[src/rtl/two_port_mem_reader_if.sv]
// Bundle of the command, memory read port and output stream signals of
// two_port_mem_reader. The reader sits on the slave side; whoever issues
// commands, models the memory and consumes the stream uses the master side.
interface two_port_mem_reader_if #(
    parameter int addresses = 32,
    parameter int width     = 8
);
    localparam int addressWidth = (addresses > 1) ? $clog2(addresses) : 1;

    logic                    start;
    logic [addressWidth-1:0] startAddress;
    logic [addressWidth:0]   count;
    logic                    busy;
    logic                    done;
    logic [addressWidth-1:0] readAddress;
    logic                    readEnable;
    logic [width-1:0]        readData;
    logic [width-1:0]        outData;
    logic                    outValid;
    logic                    outReady;

    modport slave (
        input  start, startAddress, count, readData, outReady,
        output busy, done, readAddress, readEnable, outData, outValid
    );

    modport master (
        output start, startAddress, count, readData, outReady,
        input  busy, done, readAddress, readEnable, outData, outValid
    );
endinterface

[src/rtl/two_port_mem_reader.sv]
// Streaming block-read engine for the read port of a two-port memory.
// A start pulse reads `count` consecutive words (wrapping modulo `addresses`)
// and streams them out on valid/ready. A 3-entry skid buffer absorbs the
// one-cycle memory latency so the stream runs at one word per cycle when the
// consumer is always ready. Issue is decided from registered state only, so
// there is no combinational path from outReady to readEnable.
module two_port_mem_reader #(
    parameter int addresses = 32,
    parameter int width     = 8
) (
    input  logic                     clk,
    input  logic                     resetN,
    two_port_mem_reader_if.slave     bus
);
    localparam int addressWidth = (addresses > 1) ? $clog2(addresses) : 1;

    typedef enum logic [1:0] {
        IDLE   = 2'd0,
        RUN    = 2'd1,
        FINISH = 2'd2
    } state_t;

    state_t                  state;
    logic                    busy_q;
    logic                    done_q;
    logic [addressWidth-1:0] next_addr;
    logic [addressWidth:0]   issue_left;
    logic [addressWidth:0]   deliver_left;
    logic                    inflight;
    logic [1:0]              occupancy;
    logic [1:0]              head;
    logic [1:0]              tail;
    logic [width-1:0]        fifo_mem [3];

    logic                    read_en;
    logic                    out_valid;
    logic                    push;
    logic                    pop;
    logic                    accept_start;

    // Wrap the read address at the top of the memory, which need not be a power of two.
    function automatic logic [addressWidth-1:0] addr_inc(input logic [addressWidth-1:0] a);
        if (a == addressWidth'(addresses - 1)) begin
            return '0;
        end
        return a + 1'b1;
    endfunction

    // Buffer pointers cycle through 0,1,2.
    function automatic logic [1:0] ptr_inc(input logic [1:0] p);
        return (p == 2'd2) ? 2'd0 : p + 2'd1;
    endfunction

    // Words already buffered plus the one possibly in flight must leave room
    // for the word this issue will bring back.
    assign read_en      = (state == RUN) && (issue_left != '0) &&
                          (({1'b0, occupancy} + {2'b00, inflight}) <= 3'd2);
    assign out_valid    = (occupancy != 2'd0);
    assign push         = inflight;
    assign pop          = out_valid && bus.outReady;
    assign accept_start = (state == IDLE) && bus.start;

    assign bus.busy        = busy_q;
    assign bus.done        = done_q;
    assign bus.readAddress = next_addr;
    assign bus.readEnable  = read_en;
    assign bus.outValid    = out_valid;
    assign bus.outData     = out_valid ? fifo_mem[head] : '0;

    // Transfer sequencing: IDLE -> RUN -> FINISH (one cycle) -> IDLE, with registered busy/done.
    always_ff @(posedge clk or negedge resetN) begin
        if (!resetN) begin
            state  <= IDLE;
            busy_q <= 1'b0;
            done_q <= 1'b0;
        end else begin
            case (state)
                IDLE: begin
                    if (bus.start) begin
                        busy_q <= 1'b1;
                        if (bus.count == '0) begin
                            state  <= FINISH;
                            done_q <= 1'b1;
                        end else begin
                            state <= RUN;
                        end
                    end
                end
                RUN: begin
                    if (pop && deliver_left == (addressWidth+1)'(1)) begin
                        state  <= FINISH;
                        done_q <= 1'b1;
                    end
                end
                FINISH: begin
                    state  <= IDLE;
                    busy_q <= 1'b0;
                    done_q <= 1'b0;
                end
                default: begin
                    state  <= IDLE;
                    busy_q <= 1'b0;
                    done_q <= 1'b0;
                end
            endcase
        end
    end

    // Address and word counters; operands are latched only when a start is accepted.
    always_ff @(posedge clk or negedge resetN) begin
        if (!resetN) begin
            next_addr    <= '0;
            issue_left   <= '0;
            deliver_left <= '0;
            inflight     <= 1'b0;
        end else begin
            inflight <= read_en;
            if (accept_start) begin
                next_addr    <= bus.startAddress;
                issue_left   <= bus.count;
                deliver_left <= bus.count;
            end else begin
                if (read_en) begin
                    next_addr  <= addr_inc(next_addr);
                    issue_left <= issue_left - 1'b1;
                end
                if (pop) begin
                    deliver_left <= deliver_left - 1'b1;
                end
            end
        end
    end

    // Skid buffer bookkeeping: push returning read data, pop on handshake.
    always_ff @(posedge clk or negedge resetN) begin
        if (!resetN) begin
            occupancy <= 2'd0;
            head      <= 2'd0;
            tail      <= 2'd0;
        end else begin
            if (push) begin
                tail <= ptr_inc(tail);
            end
            if (pop) begin
                head <= ptr_inc(head);
            end
            if (push && !pop) begin
                occupancy <= occupancy + 2'd1;
            end else if (pop && !push) begin
                occupancy <= occupancy - 2'd1;
            end
        end
    end

    // Buffer storage holds data only; its contents are meaningless while the slot is empty.
    always_ff @(posedge clk) begin
        if (push) begin
            fifo_mem[tail] <= bus.readData;
        end
    end
endmodule

[src/flat_wrapper.sv]
// flat-port wrapper written by rule: the top's interface ports become plain ports
module two_port_mem_reader_flat 
#(
    parameter int addresses = 32,
    parameter int width     = 8
)
  (clk, resetN, bus_start, bus_startAddress, bus_count, bus_readData, bus_outReady, bus_busy, bus_done, bus_readAddress, bus_readEnable, bus_outData, bus_outValid);
  two_port_mem_reader_if #(.addresses(addresses), .width(width)) bus_i ();
  input  logic clk;
  input  logic resetN;
  input wire logic [$bits(bus_i.start)-1:0] bus_start;
  input wire logic [$bits(bus_i.startAddress)-1:0] bus_startAddress;
  input wire logic [$bits(bus_i.count)-1:0] bus_count;
  input wire logic [$bits(bus_i.readData)-1:0] bus_readData;
  input wire logic [$bits(bus_i.outReady)-1:0] bus_outReady;
  output wire logic [$bits(bus_i.busy)-1:0] bus_busy;
  output wire logic [$bits(bus_i.done)-1:0] bus_done;
  output wire logic [$bits(bus_i.readAddress)-1:0] bus_readAddress;
  output wire logic [$bits(bus_i.readEnable)-1:0] bus_readEnable;
  output wire logic [$bits(bus_i.outData)-1:0] bus_outData;
  output wire logic [$bits(bus_i.outValid)-1:0] bus_outValid;
  assign bus_i.start = bus_start;
  assign bus_i.startAddress = bus_startAddress;
  assign bus_i.count = bus_count;
  assign bus_i.readData = bus_readData;
  assign bus_i.outReady = bus_outReady;
  assign bus_busy = bus_i.busy;
  assign bus_done = bus_i.done;
  assign bus_readAddress = bus_i.readAddress;
  assign bus_readEnable = bus_i.readEnable;
  assign bus_outData = bus_i.outData;
  assign bus_outValid = bus_i.outValid;
  two_port_mem_reader #(.addresses(addresses), .width(width)) u_core (.clk(clk), .resetN(resetN), .bus(bus_i));
endmodule
[config.mk]
export PLATFORM = sky130hd
export DESIGN_NAME = two_port_mem_reader_flat
export DESIGN_NICKNAME = d
export VERILOG_FILES = /design/src/rtl/two_port_mem_reader_if.sv /design/src/rtl/two_port_mem_reader.sv /design/src/flat_wrapper.sv
export SDC_FILE = /design/constraint.sdc
export NUM_CORES = 1
export LEC_CHECK = 0
export CAP_MARGIN = 10
export CORE_MARGIN = 10
export CORE_UTILIZATION = 57
export DETAILED_ROUTE_END_ITERATION = 7
export PLACE_DENSITY = 0.95
export SYNTH_ARGS = -nofsm -noshare
export SYNTH_HDL_FRONTEND = slang
export SYNTH_SLANG_ARGS = --single-unit
[constraint.sdc]
create_clock -name clk -period 3.34 [get_ports clk]
set_input_delay 0.668 -clock clk [delete_from_list [all_inputs] [get_ports clk]]
set_output_delay 0.668 -clock clk [all_outputs]
set_load 0.01 [all_outputs]
==> run metrics, run 1 <==
synth unique cells 36; Crit-path slowest cell clkdlybuf4s50_1; final cycle utilization of the critical path 0.9468; Post-Syn Nets approximately 250; Seq/Total Area, Yosys 0.5868; Slew @ Worst Pin 0.7384 ns; Max Clock Freq 316.2 MHz; Cells after Synth 220; Yosys warnings 0; Gate power share 0.463; area leader, netlist edfxtp_1; internal power 1.810 mW; cell family with most CP delay buffers and inverters; hold path start u_core.bus.busy; status finished clean; first-pass GRT wire length ~8800 um; min-delay worst type flip-flop to flip-flop; clock power share 0.148; synthesized flop and latch total between 50 and 60; R2R Path Start u_core.occupancy[0]; final setup fails 0; diode count 0; H-tree Lvls 2; Pleak 1.231 nW; DR iter-0 viols approximately 120; Mapped Area between 2000 and 2500 um^2; Layout area overhead 22.99%; switching share of power 0.3854; Max-slew headroom 0.5067; Routed WL around 5200 um; Final ANT Viol Nets 0; TritonCTS clock tree built; Buffers & Inverters on Critical Path 3; most frequent cells after synthesis dfrtp_1 (28), nor2_1 (27), edfxtp_1 (24), nand2_1 (17), nand3_1 (16); Die Y ~85 um; largest net degree at the start of global routing 29; Final Hold Vio Count 0; setup TNS 0 ns; top post-synthesis cells by area edfxtp_1 (30%), dfrtp_1 (29%), ha_1 (5.2%); share of the synthesized area in the top cell type 0.2975; Hold Buf Count CTS 0; nets@finish 294; DRC 0; Max VDD drop between 500 and 600 uV; total CTS buffers 5; CTS Root Cell clkbuf_8; crit path cell chain ha_1 > inv_1 > ha_1 > a21oi_1 > or2_1 > inv_1 > clkdlybuf4s50_1; fin crit period roughly 3.2 ns; Clock Tree Buf Depth 2; vias per cell ~5.8; Core Region just over 4000 um^2; Largest stage delay, worst path approximately 0.60 ns; PD cells roughly 990 nW/um^2; layout cells sized above 1 0.06107; Max-Cap Viols 0; Hold Path Depth 1; Placer Congestion 0.8728; clock sink total 52; post-detail-place hpwl 3764 um; power share of the sequential group 0.390; vias in the first global route around 1800; crit path capture type primary output; Critical Path RT around 2.7 ns; Clk Latency, worst-skew pair just over 0.3 ns; Crit Path Class flip-flop to primary output; Setup WS post-layout 0.1777 ns; Setup crit start kind flip-flop; Psw approximately 1.1 mW; I/O Buffers 39; grt total ovfl 0; number of synthesized flops with an enable pin 24; all-layer global routing usage 0.1493; Critical Path Fanout Max 8; Hold Worst Slack 0.4883 ns; initial antenna violation count 0; Synth Flop Type dfrtp_1; die area between 7000 and 8000 um^2; FF-to-FF End u_core.bus.readAddress[3]; post-CTS sizing 0; Post CTS Setup Buffer Count 0; Detailed Routing Iterations Pass 1 4; Via Count between 1500 and 2000; worst reg2reg path depth 8; worst hold endpoint u_core.bus.busy; most common cell in the netlist dfrtp_1; Setup Skew ~0.0052 ns; max-slew violations 0; Rows 23; Starting Density 0.5970; Post-synth ARST share 0.5385; Die W 85.19 um; WP data arrival ~2.5 ns; RSZ-0062 raised after global routing no; worst slack at placement 0.5608 ns; Avg Cell Area, Syn ~11 um^2; Avg WL per Cell 16.72 um; clock transition at the registers of the reported paths 0.09 ns; # IOs 40; flop2flop setup slack around 1.1 ns
power groups by stage:
stage          registers, mW  logic (mW)  clock network, mW
2_1_floorplan           1.08       0.900                  0
3_3_place_gp            1.13        1.30                  0
3_5_place_dp            1.15        1.36                  0
4_1_cts                 1.14        1.38              0.435
5_1_grt                 1.18        1.53              0.463
6_report                1.15        1.36              0.436
area by class of cell:
class	count	area, um^2
clock buffers	6	72.57
clock inverters	2	38.79
inverters	11	41.29
flip-flops and latches	52	1421
well taps	50	62.56
fillers	268	1079
repair buffers	43	420.4
multi-input cells	148	922.1
metrics by stage:
stage | util | total power, mW | instances | cell area, um^2
2_1_floorplan | - | 1.976 | 220 | 2422
3_3_place_gp | 0.7068 | 2.432 | 304 | 2868
3_5_place_dp | 0.7068 | 2.517 | 304 | 2868
4_1_cts | 0.7342 | 2.961 | 312 | 2979
5_1_grt | 0.7342 | 3.177 | 312 | 2979
6_report | 0.7342 | 2.945 | 312 | 2979
state kept, by name (all words and copies together), names as in the netlist:
signal / cells
u_core.issue_left: 6
u_core.bus.readAddress: 5
u_core.bus.busy: 1
u_core.deliver_left: 6
u_core.bus.done: 1
u_core.occupancy: 2
u_core.state: 2
u_core.tail: 2
u_core.head: 2
u_core.inflight: 1
u_core.fifo_mem: 24
how the worst max path moves through the flow:
stage	cells after the start	slack, ns	start	end
5_1_grt	7	0.03	u_core.occupancy[0]	bus_readEnable
6_report	7	0.18	u_core.occupancy[0]	bus_readEnable
4_1_cts	7	0.18	u_core.occupancy[0]	bus_readEnable
3_5_place_dp	7	0.56	u_core.occupancy[0]	bus_readEnable
2_1_floorplan	7	1.27	u_core.inflight	bus_readEnable
3_3_place_gp	7	0.62	u_core.occupancy[0]	bus_readEnable
worst register-to-register path: cells and delay by family, from the launching register on:
kind,cells,cell delay [ns]
adder cells (fa/ha/maj),2,0.50
AO/OA/AOI/OAI,2,0.26
flip-flops,1,0.50
buffers and inverters,2,0.24
AND/OR/NAND/NOR,2,0.69
logic make-up (layout without fill, tap and decap cells):
kind of cell | count (synthesis) | count (layout) | synth area share
AO/OA/AOI/OAI | 40 | 40 | 0.1038
adder cells (fa/ha/maj) | 10 | 10 | 0.05165
buffers and inverters | 20 | 62 | 0.03254
multiplexers | 9 | 9 | 0.03771
AND/OR/NAND/NOR | 81 | 81 | 0.1586
XOR/XNOR | 8 | 8 | 0.02893
flip-flops | 52 | 52 | 0.5868
cell usage in the layout (no fill, tap or decap), types with 2 or more instances in the layout:
master	n
dfrtp_1	28
buf_4	4
nand2_1	17
xnor2_1	5
mux2i_1	8
nor4_1	5
ha_1	10
nor3_1	2
and3_1	2
inv_1	11
edfxtp_1	24
nand2b_1	2
o211ai_1	3
a21o_1	5
or3_1	2
nand3_1	16
a21oi_1	10
clkdlybuf4s50_1	39
a31oi_1	4
o21ai_0	13
xor2_1	3
clkbuf_8	5
nor2_1	27
routing by layer:
metal | global-route usage | routed length [um]
met5 | 0 | 0
met2 | 0.2616 | 2746
met3 | 0.03155 | 215
met4 | 0.06287 | 125
met1 | 0.1708 | 2131
(Power assumes the default switching activity.)
==> run 2, diff against run 1 <==
--- a/config.mk
+++ b/config.mk
@@ -5,6 +5,7 @@
 export SDC_FILE = /design/constraint.sdc
 export NUM_CORES = 1
 export LEC_CHECK = 0
+export ABC_AREA = 0
 export CAP_MARGIN = 10
 export CORE_MARGIN = 10
 export CORE_UTILIZATION = 57
==> results of run 2 <==
No change in the layout: final DEF, timing and power equal those of run 1.
